===== config.mk =====
export PLATFORM = sky130hd
export DESIGN_NAME = bram_loader
export DESIGN_NICKNAME = d
export VERILOG_FILES = /design/src/rtl/loader_pkg.sv /design/src/rtl/loader_packer.sv /design/src/rtl/bram_loader.sv
export SDC_FILE = /design/constraint.sdc
export NUM_CORES = 1
export LEC_CHECK = 0
export ABC_CLOCK_PERIOD_IN_PS = 2600
export CORE_UTILIZATION = 48
export DETAILED_ROUTE_END_ITERATION = 6
export PLACE_DENSITY = 0.79
export SETUP_SLACK_MARGIN = 0.5
export SYNTH_ARGS = -nofsm -noshare
export SYNTH_HDL_FRONTEND = slang
export SYNTH_SLANG_ARGS = --single-unit

===== constraint.sdc =====
create_clock -name clk -period 2.6 [get_ports clk]
set_input_delay 0.52 -clock clk [delete_from_list [all_inputs] [get_ports clk]]
set_output_delay 0.52 -clock clk [all_outputs]
set_load 0.05 [all_outputs]

===== src/rtl/loader_pkg.sv =====
// Shared types for the byte-stream to BRAM loader: FSM states and write-strobe constants.
package loader_pkg;

  typedef enum logic [1:0] {
    ST_IDLE    = 2'd0,
    ST_COLLECT = 2'd1,
    ST_WRITE   = 2'd2,
    ST_DONE    = 2'd3
  } state_t;

  localparam logic [3:0] WSTRB_ALL  = 4'hF;
  localparam logic [3:0] WSTRB_NONE = 4'h0;

  // Address width for a RAM of the given depth, never narrower than one bit.
  function automatic int addr_width(input int depth);
    return (depth > 1) ? $clog2(depth) : 1;
  endfunction

endpackage


===== src/rtl/loader_packer.sv =====
// Little-endian byte-to-word assembler; word_ready flags the 4th byte in the same cycle it is accepted.
// No internal buffering: the caller gates acceptance through enable.
module loader_packer (
  input  logic        clk,
  input  logic        reset,
  input  logic        clear,
  input  logic        enable,
  input  logic        in_valid,
  input  logic [7:0]  in_data,
  output logic        word_ready,
  output logic [31:0] word
);

  logic [1:0]  byte_cnt;
  logic [23:0] shreg;
  logic        accept;

  assign accept     = in_valid && enable;
  // Earlier bytes slide toward bit 0, so the first byte lands in word[7:0].
  assign word       = {in_data, shreg};
  assign word_ready = accept && (byte_cnt == 2'd3);

  always_ff @(posedge clk or posedge reset) begin
    if (reset) begin
      byte_cnt <= 2'd0;
      shreg    <= '0;
    end else if (clear) begin
      byte_cnt <= 2'd0;
      shreg    <= '0;
    end else if (accept) begin
      byte_cnt <= byte_cnt + 2'd1;
      shreg    <= word[31:8];
    end
  end

endmodule


===== src/rtl/bram_loader.sv =====
// Loads LOAD_WORDS little-endian words from a byte stream into a RAM, one held write request per word.
// Minimum 5 cycles per word; in_ready drops while a write is pending. LOADER_CHECKSUM_EN adds a running word sum.
module bram_loader
  import loader_pkg::*;
#(
  parameter int  WORDS      = 256,
  parameter int  LOAD_WORDS = 256,
  localparam int AW         = addr_width(WORDS)
) (
  input  logic          clk,
  input  logic          reset,
  input  logic          start,
  input  logic          in_valid,
  input  logic [7:0]    in_data,
  output logic          in_ready,
  output logic          mem_valid,
  input  logic          mem_ready,
  output logic [AW-1:0] mem_addr,
  output logic [31:0]   mem_wdata,
  output logic [3:0]    mem_wstrb,
  output logic          busy,
  output logic          done,
  output logic [31:0]   checksum
);

  localparam logic [AW-1:0] LAST_ADDR = AW'(LOAD_WORDS - 1);

  state_t      state;
  logic        load_start;
  logic        word_ready;
  logic [31:0] packed_word;

  assign load_start = start && ((state == ST_IDLE) || (state == ST_DONE));

  loader_packer u_packer (
    .clk        (clk),
    .reset      (reset),
    .clear      (load_start),
    .enable     (in_ready),
    .in_valid   (in_valid),
    .in_data    (in_data),
    .word_ready (word_ready),
    .word       (packed_word)
  );

  always_ff @(posedge clk or posedge reset) begin
    if (reset) begin
      state     <= ST_IDLE;
      in_ready  <= 1'b0;
      mem_valid <= 1'b0;
      mem_addr  <= '0;
      mem_wdata <= '0;
      mem_wstrb <= WSTRB_NONE;
      busy      <= 1'b0;
      done      <= 1'b0;
    end else begin
      case (state)
        ST_IDLE, ST_DONE: begin
          if (start) begin
            state    <= ST_COLLECT;
            in_ready <= 1'b1;
            busy     <= 1'b1;
            done     <= 1'b0;
            mem_addr <= '0;
          end
        end
        ST_COLLECT: begin
          if (word_ready) begin
            state     <= ST_WRITE;
            in_ready  <= 1'b0;
            mem_valid <= 1'b1;
            mem_wdata <= packed_word;
            mem_wstrb <= WSTRB_ALL;
          end
        end
        ST_WRITE: begin
          if (mem_ready) begin
            mem_valid <= 1'b0;
            mem_wstrb <= WSTRB_NONE;
            if (mem_addr == LAST_ADDR) begin
              state <= ST_DONE;
              busy  <= 1'b0;
              done  <= 1'b1;
            end else begin
              mem_addr <= mem_addr + AW'(1);
              state    <= ST_COLLECT;
              in_ready <= 1'b1;
            end
          end
        end
        default: state <= ST_IDLE;
      endcase
    end
  end

`ifdef LOADER_CHECKSUM_EN
  logic write_done;
  assign write_done = (state == ST_WRITE) && mem_ready;

  always_ff @(posedge clk or posedge reset) begin
    if (reset) begin
      checksum <= '0;
    end else if (load_start) begin
      checksum <= '0;
    end else if (write_done) begin
      checksum <= checksum + mem_wdata;
    end
  end
`else
  assign checksum = '0;
`endif

endmodule


# == Word level (Yosys, flattened, before mapping) ==
# Cells that the tools add are included.
# word_totals
word_cells,68
out_inout_bits,80
regBits,76
# op_classes
n_reduce_logical,15
eq_ne,10
n_mux,31
n_addsub,2
# op_table
op,n
24-bit 2-to-1 mux,2
8-bit 2-to-1 mux,3
8-bit one-hot mux with 2 select lines,1
2-bit 2-to-1 mux,6
4-bit AND reduction,3
1-bit 2-to-1 mux,11
"8-bit by 1-bit adder with 8-bit output, second input constant",1
"8-bit == test, second input constant",1
4-bit 2-to-1 mux,2
"2-bit inequality test, second input constant",4
4-bit one-hot mux with 2 select lines,1
"2-bit == test, second input constant",3
1-bit one-hot mux with 2 select lines,3
2-bit one-hot mux with 3 select lines,1
3-bit AND reduction,2
2-bit nonzero test,3
1-bit logical AND,3
1-bit one-hot mux with 3 select lines,1
"2-bit by 1-bit adder with 2-bit output, second input constant",1
"2-bit by 1-bit == test with 1-bit output, second input constant",1
2-bit zero test,1
"2-bit by 1-bit inequality test with 1-bit output, second input constant",1
2-bit AND reduction,1
2-bit OR reduction,1
1-bit logical OR,1

# == Depth between registers and ports, before layout ==
# Gate-level depths: netlist of the first run.
# logic_depth
ltp_word,4
depth_mapped,7
mapped_depth_nobuf,6

# == Modules after synthesis ==
# Synthesis of the first run repeated with hierarchy kept, for this count alone.
# hier_totals
hier_cells,300
area_unflattened_um2,3523.4
# by_module_without_submodules
mod,seq_area_each_um2,area_each_um2,instances,cells_per_inst
bram_loader,1151.1,2255.9,1,191
loader_packer,650.6,1267.5,1,109

# == Worst setup path before layout of the first run ==
# Ideal clock, no wire load.
# synth_path
kind,register to register
startpoint,register mem_addr[0]
endpoint,register mem_addr[4]
path_buffers,1
period_less_slack_ps,1825
path_stages_with_launch,7
setup_slack_ps,775
arrival_ps,1724
path_cell_list,dfrtp_1 ha_1 nand4_1 o221ai_2 or2_1 buf_2 o311ai_2
# synth_via
elab_chain_cells,4
elab_cells_between_ends,7
cone_classes,add/sub (1); eq/ne (2); mux (3); reduce/logical (1)
# synth_lines
element,line_no,text
from (decl),bram_loader.sv:18,"output logic [AW-1:0] mem_addr,"
from (signal assigned),bram_loader.sv:85,mem_addr <= mem_addr + AW'(1);
8-bit by 1-bit adder with 8-bit output,bram_loader.sv:85,
8-bit 2-to-1 mux,bram_loader.sv:80,if (mem_addr == LAST_ADDR) begin
8-bit 2-to-1 mux,bram_loader.sv:77,if (mem_ready) begin
8-bit one-hot mux with 2 select lines,bram_loader.sv:57,case (state)
# Several ways; a longest one is shown, not always the timed one. The select of a mux whose other input is x is not followed.
# A chain may end at the register's enable or synchronous reset.

# == Worst setup path in the final report of the first run ==
# layout_path
startpoint,register mem_wdata[14]
endpoint,output port mem_wdata[14]
# layout_lines
element,line_no,text
from (decl),bram_loader.sv:19,"output logic [31:0] mem_wdata,"
from (signal assigned),bram_loader.sv:72,mem_wdata <= packed_word;
# No word-level cell between the ends.

==> results of run 1 <==
-- logic make-up (layout without fill, tap and decap cells) --
kind of cell               count (synthesis)  count (layout)  share of synthesized area [%]
DFF                                       72              72                          52.25
buffers and inverters                     57              88                          10.99
and+or+nand+nor                           84              84                          11.07
adders and majority gates                  5               5                          1.814
AOI/OAI and AO/OA                         53              53                          9.616
other                                      1              32                         0.1087
xor gates and xnor gates                   1               1                         0.2540
muxes                                     33              33                          13.90
-- how the worst max path moves through the flow --
stage	startpoint	to	slack, ps	cells after the start
after detailed placement	in_valid	mem_wdata[16]$_DFFE_PP0P_	370	5
after global placement	in_valid	mem_wdata[24]$_DFFE_PP0P_	420	5
final	mem_wdata[14]$_DFFE_PP0P_	mem_wdata[14]	540	1
after CTS	mem_wdata[21]$_DFFE_PP0P_	mem_wdata[21]	530	1
after floorplan	mem_addr[0]$_DFFE_PP0P_	mem_addr[4]$_DFFE_PP0P_	780	6
after global routing	mem_wdata[9]$_DFFE_PP0P_	mem_wdata[9]	500	1
-- metrics by stage --
stage / cell area [um2] / worst slack, ps / util (%)
finish: 4252 / 535.1 / 61.89
global route: 4252 / 502.8 / 61.89
CTS: 4230 / 530.6 / 61.58
detailed placement: 4003 / 369.3 / 58.27
global placement: 4003 / 418.7 / 58.27
floorplan: 3568 / 775.3 / -
-- cells in the final DEF (no fill, tap or decap), types with 5 or more instances in the layout --
cell	n
clkbuf_8	9
o211ai_1	5
mux2_4	29
clkdlybuf4s50_1	43
dfrtp_1	72
nand2_1	60
inv_1	5
conb_1	32
o21ai_0	13
dlygate4sd2_1	14
a21oi_1	26
-- metal layers --
layer	share of wire (%)	vias up	global-route usage (%)
li1	-	1084	-
met1	45	1101	24.63
met2	48	78	28.43
met3	5.3	8	4.667
met4	1.5	0	8.636
met5	0	-	0
-- power breakdown --
part	internal, mW	switching (mW)
sequential	1.49	0.251
combinational	0.847	1.42
clock	0.638	0.427
total	2.97	2.10
-- state kept, by name (all words and copies together), names as in the netlist --
signal,count
done,1
u_packer.shreg,24
busy,1
mem_wdata,32
u_packer.byte_cnt,2
state,2
in_ready,1
mem_wstrb,1
mem_addr,8
-- cell type report --
type                            instances  share of cell area [%]
Multi-Input combinational cell        208                   32.93
Clock buffer                            9                   2.913
Clock inverter                          7                   2.796
Sequential cell                        72                   42.38
Tap cell                               96                   2.825
Inverter                                6                  0.6180
Timing Repair Buffer                   66                   15.54
-- repair_timing --
| item | 4_1_cts | 5_1_grt |
|---|---|---|
| setup endpoints to repair | 21 | 10 |
| hold buffers | 0 | 0 |
| hold endpoints to repair | 0 | 0 |
| buffers inserted | 0 | 0 |
| resized for setup | 15 | 5 |
| cloned | 0 | 0 |
==> metrics.cfg, run 1 <==
[power_and_ir_drop]
powerDensity_nw_per_um2 = 1193
peakVddDrop_mv = 0.4554
p_total_mw = 5.071
power.leakage_nw = 2.059

[synthesis]
synth-main-ff-cell = dfrtp_1
synth_top_area_share_pct = 52.25
ys_warn_count = 0
synth.distinct_cells = 36
synthTopCellsByCount = 72 x dfrtp_1, 60 x nand2_1, 37 x buf_4
ys_seq_area_share_pct = 52.25
syn_area_um2 = 3448
synth_seq_cells = 72
synth_cells = 306
async_flop_share_pct = 100.0
synth_top_cell_by_area = dfrtp_1
syn_area_per_cell_um2 = 11.27
synth_area_leaders = dfrtp_1 52%, mux2_4 13%, buf_4 8.1%
synth_edf_count = 0
synth.most_common_cell = dfrtp_1

[routing]
dr.pass1.iters = 5
ant_nets = 0
drc = 0
finalWirelength_um = 6387
drt_iter0_markers = 162
wire_per_inst_um = 13.77
vias = 2271
vias_per_cell = 4.894

[placement]
dp_cells = 448
gp_congestion = 0.7721
port_buffers = 60
hpwlAfterDp_um = 4360

[worst_hold_path]
holdPathStages = 1
min_from = u_packer.shreg[1]$_DFFE_PP0P_
hold_path_end = mem_wdata[1]$_DFFE_PP0P_
min_path_type = flip-flop to flip-flop

[global_routing]
grt_pass1_vias = 2144
grt.overflow.total = 0
grt_usage_pct = 18.47
grt_start_max_net_pins = 54
antenna_found_initial = 0
grt_pass1_wl_um = 10430

[sta]
tns_ps = 0
setup_viol = 0
max_clock_freq_mhz = 484.3
max_slew_margin_pct = 65.30
finalHoldViolations = 0
fin_skew_ps = 6.474
min_period_ps = 2065
slew_viol_final = 0
hold_slack_ps = 505.4
fin_crit_sh_pct = 79.42
tightest_slew_ps = 518.9
rsz0062_at_grt = no

[finish]
instances_no_fill = 464
antenna_cells = 0
fillers = 569
drive_above_1_share_pct = 16.58
area_growth_pct = 23.29
multi_input_area_um2 = 1400
seqCellArea_um2 = 1802
layout.nets = 381

[clocking]
clock_latency_ps = 350
cts_root_buffer = clkbuf_8
clock_path_buffers = 2
cts_buffers = 9
cts_num_sinks = 72
htree_levels = 3
path_clk_slew_ps = 80
cts_tree = yes

[critical_path]
cp_top_family = buffers and inverters
crit_chain = clkdlybuf4s50_1
crit_type = flip-flop to output pin
worst_r2r_path_depth = 6
slowest_stage = clkdlybuf4s50_1
critPathBufInv = 1
worst_path_largest_cell_delay_ps = 810
cp_max_fo = 2
cp_data_arrival_time_ps = 1540
rr_endpoint = mem_addr[3]$_DFFE_PP0P_
rrSetupSlack_ps = 710
cp_data_required_time_ps = 2080
endpoint_kind = output pin
startpoint_type = flip-flop
r2r-start = state[0]$_DFFE_PP0P_

[die]
start_util_pct = 50.20
core_area_um2 = 6869
die-area_um2 = 7527
die_h_um = 86.76
num_rows = 30
fp.dieW_um = 86.76
io_pins = 93

[outcome]
status = complete, no violations

[job]
max_cap_viol_count = 0

Note: power is estimated with default switching activity, not from simulation.
==> inputs of run 2 (changes only) <==
--- a/config.mk
+++ b/config.mk
@@ -5,10 +5,10 @@
 export SDC_FILE = /design/constraint.sdc
 export NUM_CORES = 1
 export LEC_CHECK = 0
-export ABC_CLOCK_PERIOD_IN_PS = 2600
-export CORE_UTILIZATION = 48
+export ABC_CLOCK_PERIOD_IN_PS = 1800
+export CORE_UTILIZATION = 44
 export DETAILED_ROUTE_END_ITERATION = 6
-export PLACE_DENSITY = 0.79
+export PLACE_DENSITY = 0.77
 export SETUP_SLACK_MARGIN = 0.5
 export SYNTH_ARGS = -nofsm -noshare
 export SYNTH_HDL_FRONTEND = slang
==> constraint.sdc (replaced) <==
create_clock -name clk -period 1.8 [get_ports clk]
set_input_delay 0.36 -clock clk [delete_from_list [all_inputs] [get_ports clk]]
set_output_delay 0.36 -clock clk [all_outputs]
set_load 0.05 [all_outputs]
==> metrics.cfg, run 2 (synthesized netlist as in run 1, its figures left out) <==
[sta]
rsz0062_at_grt = yes
hold_slack_ps = 341.0
finalHoldViolations = 0
fin_crit_sh_pct = 90.34
min_period_ps = 1626
setup_viol = 0
slew_viol_final = 0
fin_skew_ps = 5.715
max_clock_freq_mhz = 615.0

[routing]
vias_per_cell = 5.083
dr.pass1.iters = 5
finalWirelength_um = 8171
ant_nets = 0
vias = 2633
drc = 0
wire_per_inst_um = 15.77
drt_iter0_markers = 137

[finish]
area_growth_pct = 42.13
top_regs = mem_wdata (32), u_packer.shreg (24), mem_addr (8)
layout.nets = 432
largest_reg_flops = 32
final_cell_mix = 63 x dfrtp_1, 59 x nand2_1, 53 x buf_6
drive_above_1_share_pct = 44.15
top_register = mem_wdata
fillers = 499
fin_util_pct = 66.15
antenna_cells = 0
final_common_cell = dfrtp_1

[placement]
hpwlAfterDp_um = 4631
gp_congestion = 0.9239
port_buffers = 60

[die]
num_rows = 31
io_pins = 93
die-area_um2 = 8195
fp.dieW_um = 90.53
core_area_um2 = 7408
start_util_pct = 46.55
die_h_um = 90.53

[global_routing]
grt_pass1_vias = 2498
grt_usage_pct = 20.20
grt_pass1_wl_um = 12810
grt_start_max_net_pins = 36
antenna_found_initial = 0
grt.overflow.total = 0

[power_and_ir_drop]
pwr-share-clk_pct = 14.5
p_sw_mw = 3.369
power.leakage_nw = 2.404
peakVddDrop_mv = 0.6156
p_int_mw = 4.502
swShare_pct = 42.81
p_comb_share_pct = 52.7
seqPwrFrac_pct = 32.8
powerDensity_nw_per_um2 = 1606

[clocking]
hold_buffers = 0
cts_tree = yes
htree_levels = 3
cts_root_buffer = clkbuf_8
cts_num_sinks = 72
path_clk_slew_ps = 80
clock_path_buffers = 2
clock_latency_ps = 350
cts_buffers = 9

[critical_path]
cp_data_arrival_time_ps = 1880
slowest_stage = or4_1
startpoint_type = flip-flop
cp_data_required_time_ps = 2050
worst_path_largest_cell_delay_ps = 540
crit_chain = inv_2 > ha_4 > inv_2 > or4_1 > o211ai_1
cp_top_family = simple AND/OR/NAND/NOR gates
cp_max_fo = 8
crit_type = flip-flop to flip-flop
critPathBufInv = 2
cp_common_cell = inv_2
endpoint_kind = flip-flop

[worst_hold_path]
min_path_type = primary input to async pin

[outcome]
status = complete, no violations

[job]
max_cap_viol_count = 0

-- run 2: changes by cell type in the layout (fill, tap and decap cells not counted), sizes merged, moves of 3 or more --
cell / previous run / this run
clkbuf: 9 / 12
dlygate4sd2: 14 / 0
clkdlybuf4s50: 43 / 12
dlymetal6s2s: 3 / 0
bufinv: 3 / 0
buf: 6 / 103
-- run 2: repair_timing --
| action | CTS | global route |
|---|---|---|
| hold endpoints to repair | 0 | 0 |
| endpoints found under the setup margin | 86 | 120 |
| cloned | 3 | 2 |
| setup buffers | 20 | 23 |
| gates resized for setup | 59 | 19 |
| pin swaps | 5 | 6 |
-- run 2: per-stage QoR --
| step | instance area [um2] | cells | power [mW] | setup WS (ps) | setup TNS [ps] |
|---|---|---|---|---|---|
| after floorplan | 3666 | 337 | 5.030 | 187.2 | 0 |
| after global placement | 4013 | 454 | 5.758 | 76.12 | 0 |
| after detailed placement | 4013 | 454 | 5.854 | -4.554 | -4.554 |
| after CTS | 4598 | 493 | 7.396 | 256.0 | 0 |
| after global routing | 4901 | 518 | 8.242 | 126.6 | 0 |
| final | 4901 | 518 | 7.871 | 173.9 | 0 |
-- run 2: layout make-up --
| class | count | area [um2] | area share, % |
|---|---|---|---|
| clock buffers | 10 | 127.6 | 2.604 |
| multi-input cells | 208 | 1475 | 30.10 |
| well taps | 99 | 123.9 | 2.527 |
| flip-flops and latches | 72 | 1813 | 36.99 |
| repair buffers | 117 | 1290 | 26.32 |
| clock inverters | 6 | 45.04 | 0.9191 |
| inverters | 6 | 26.28 | 0.5361 |
-- run 2: final timing paths --
path                                                from  cells after the start                  endpoint  slack (ps)
max                                 state[0]$_DFFE_PP0P_                      5   mem_addr[7]$_DFFE_PP0P_         170
min                                                reset                      2   mem_addr[7]$_DFFE_PP0P_         340
max reg2reg                         state[0]$_DFFE_PP0P_                      5   mem_addr[7]$_DFFE_PP0P_         170
min reg2reg                u_packer.shreg[2]$_DFFE_PP0P_                      1  mem_wdata[2]$_DFFE_PP0P_         510
max in group asynchronous                          reset                      3   mem_addr[5]$_DFFE_PP0P_         970
min in group clk           u_packer.shreg[2]$_DFFE_PP0P_                      1  mem_wdata[2]$_DFFE_PP0P_         510
-- run 2: routing by layer --
layer | wire length [um] | GRT usage, % | share of wire (%) | vias to the layer above
li1 | - | - | - | 1196
met5 | 0 | 0 | 0 | -
met1 | 3330 | 24.79 | 41 | 1292
met4 | 282 | 9.812 | 3.5 | 0
met3 | 460 | 5.135 | 5.6 | 27
met2 | 4099 | 33.08 | 50 | 118
-- run 2: worst reg2reg max path, cell delays in order, from the launching register on --
cell	delay (ps)
dfrtp_1	410
inv_2	90
ha_4	180
inv_2	80
or4_1	540
o211ai_1	250
-- run 2: power groups by stage --
stage | Combinational, mW | Clock [mW] | Sequential (mW)
6_report | 4.15 | 1.14 | 2.58
3_5_place_dp | 3.30 | 0 | 2.56
2_1_floorplan | 1.44 | 0 | 3.59
5_1_grt | 4.37 | 1.24 | 2.64
3_3_place_gp | 3.22 | 0 | 2.53
4_1_cts | 3.67 | 1.16 | 2.57
==> inputs of run 3 (changes only) <==
--- a/config.mk
+++ b/config.mk
@@ -7,6 +7,7 @@
 export LEC_CHECK = 0
 export ABC_CLOCK_PERIOD_IN_PS = 1800
 export CORE_UTILIZATION = 44
+export CTS_CLUSTER_DIAMETER = 150
 export DETAILED_ROUTE_END_ITERATION = 6
 export PLACE_DENSITY = 0.77
 export SETUP_SLACK_MARGIN = 0.5
==> results of run 3 <==
No change in the layout: final DEF, timing and power equal those of run 2.
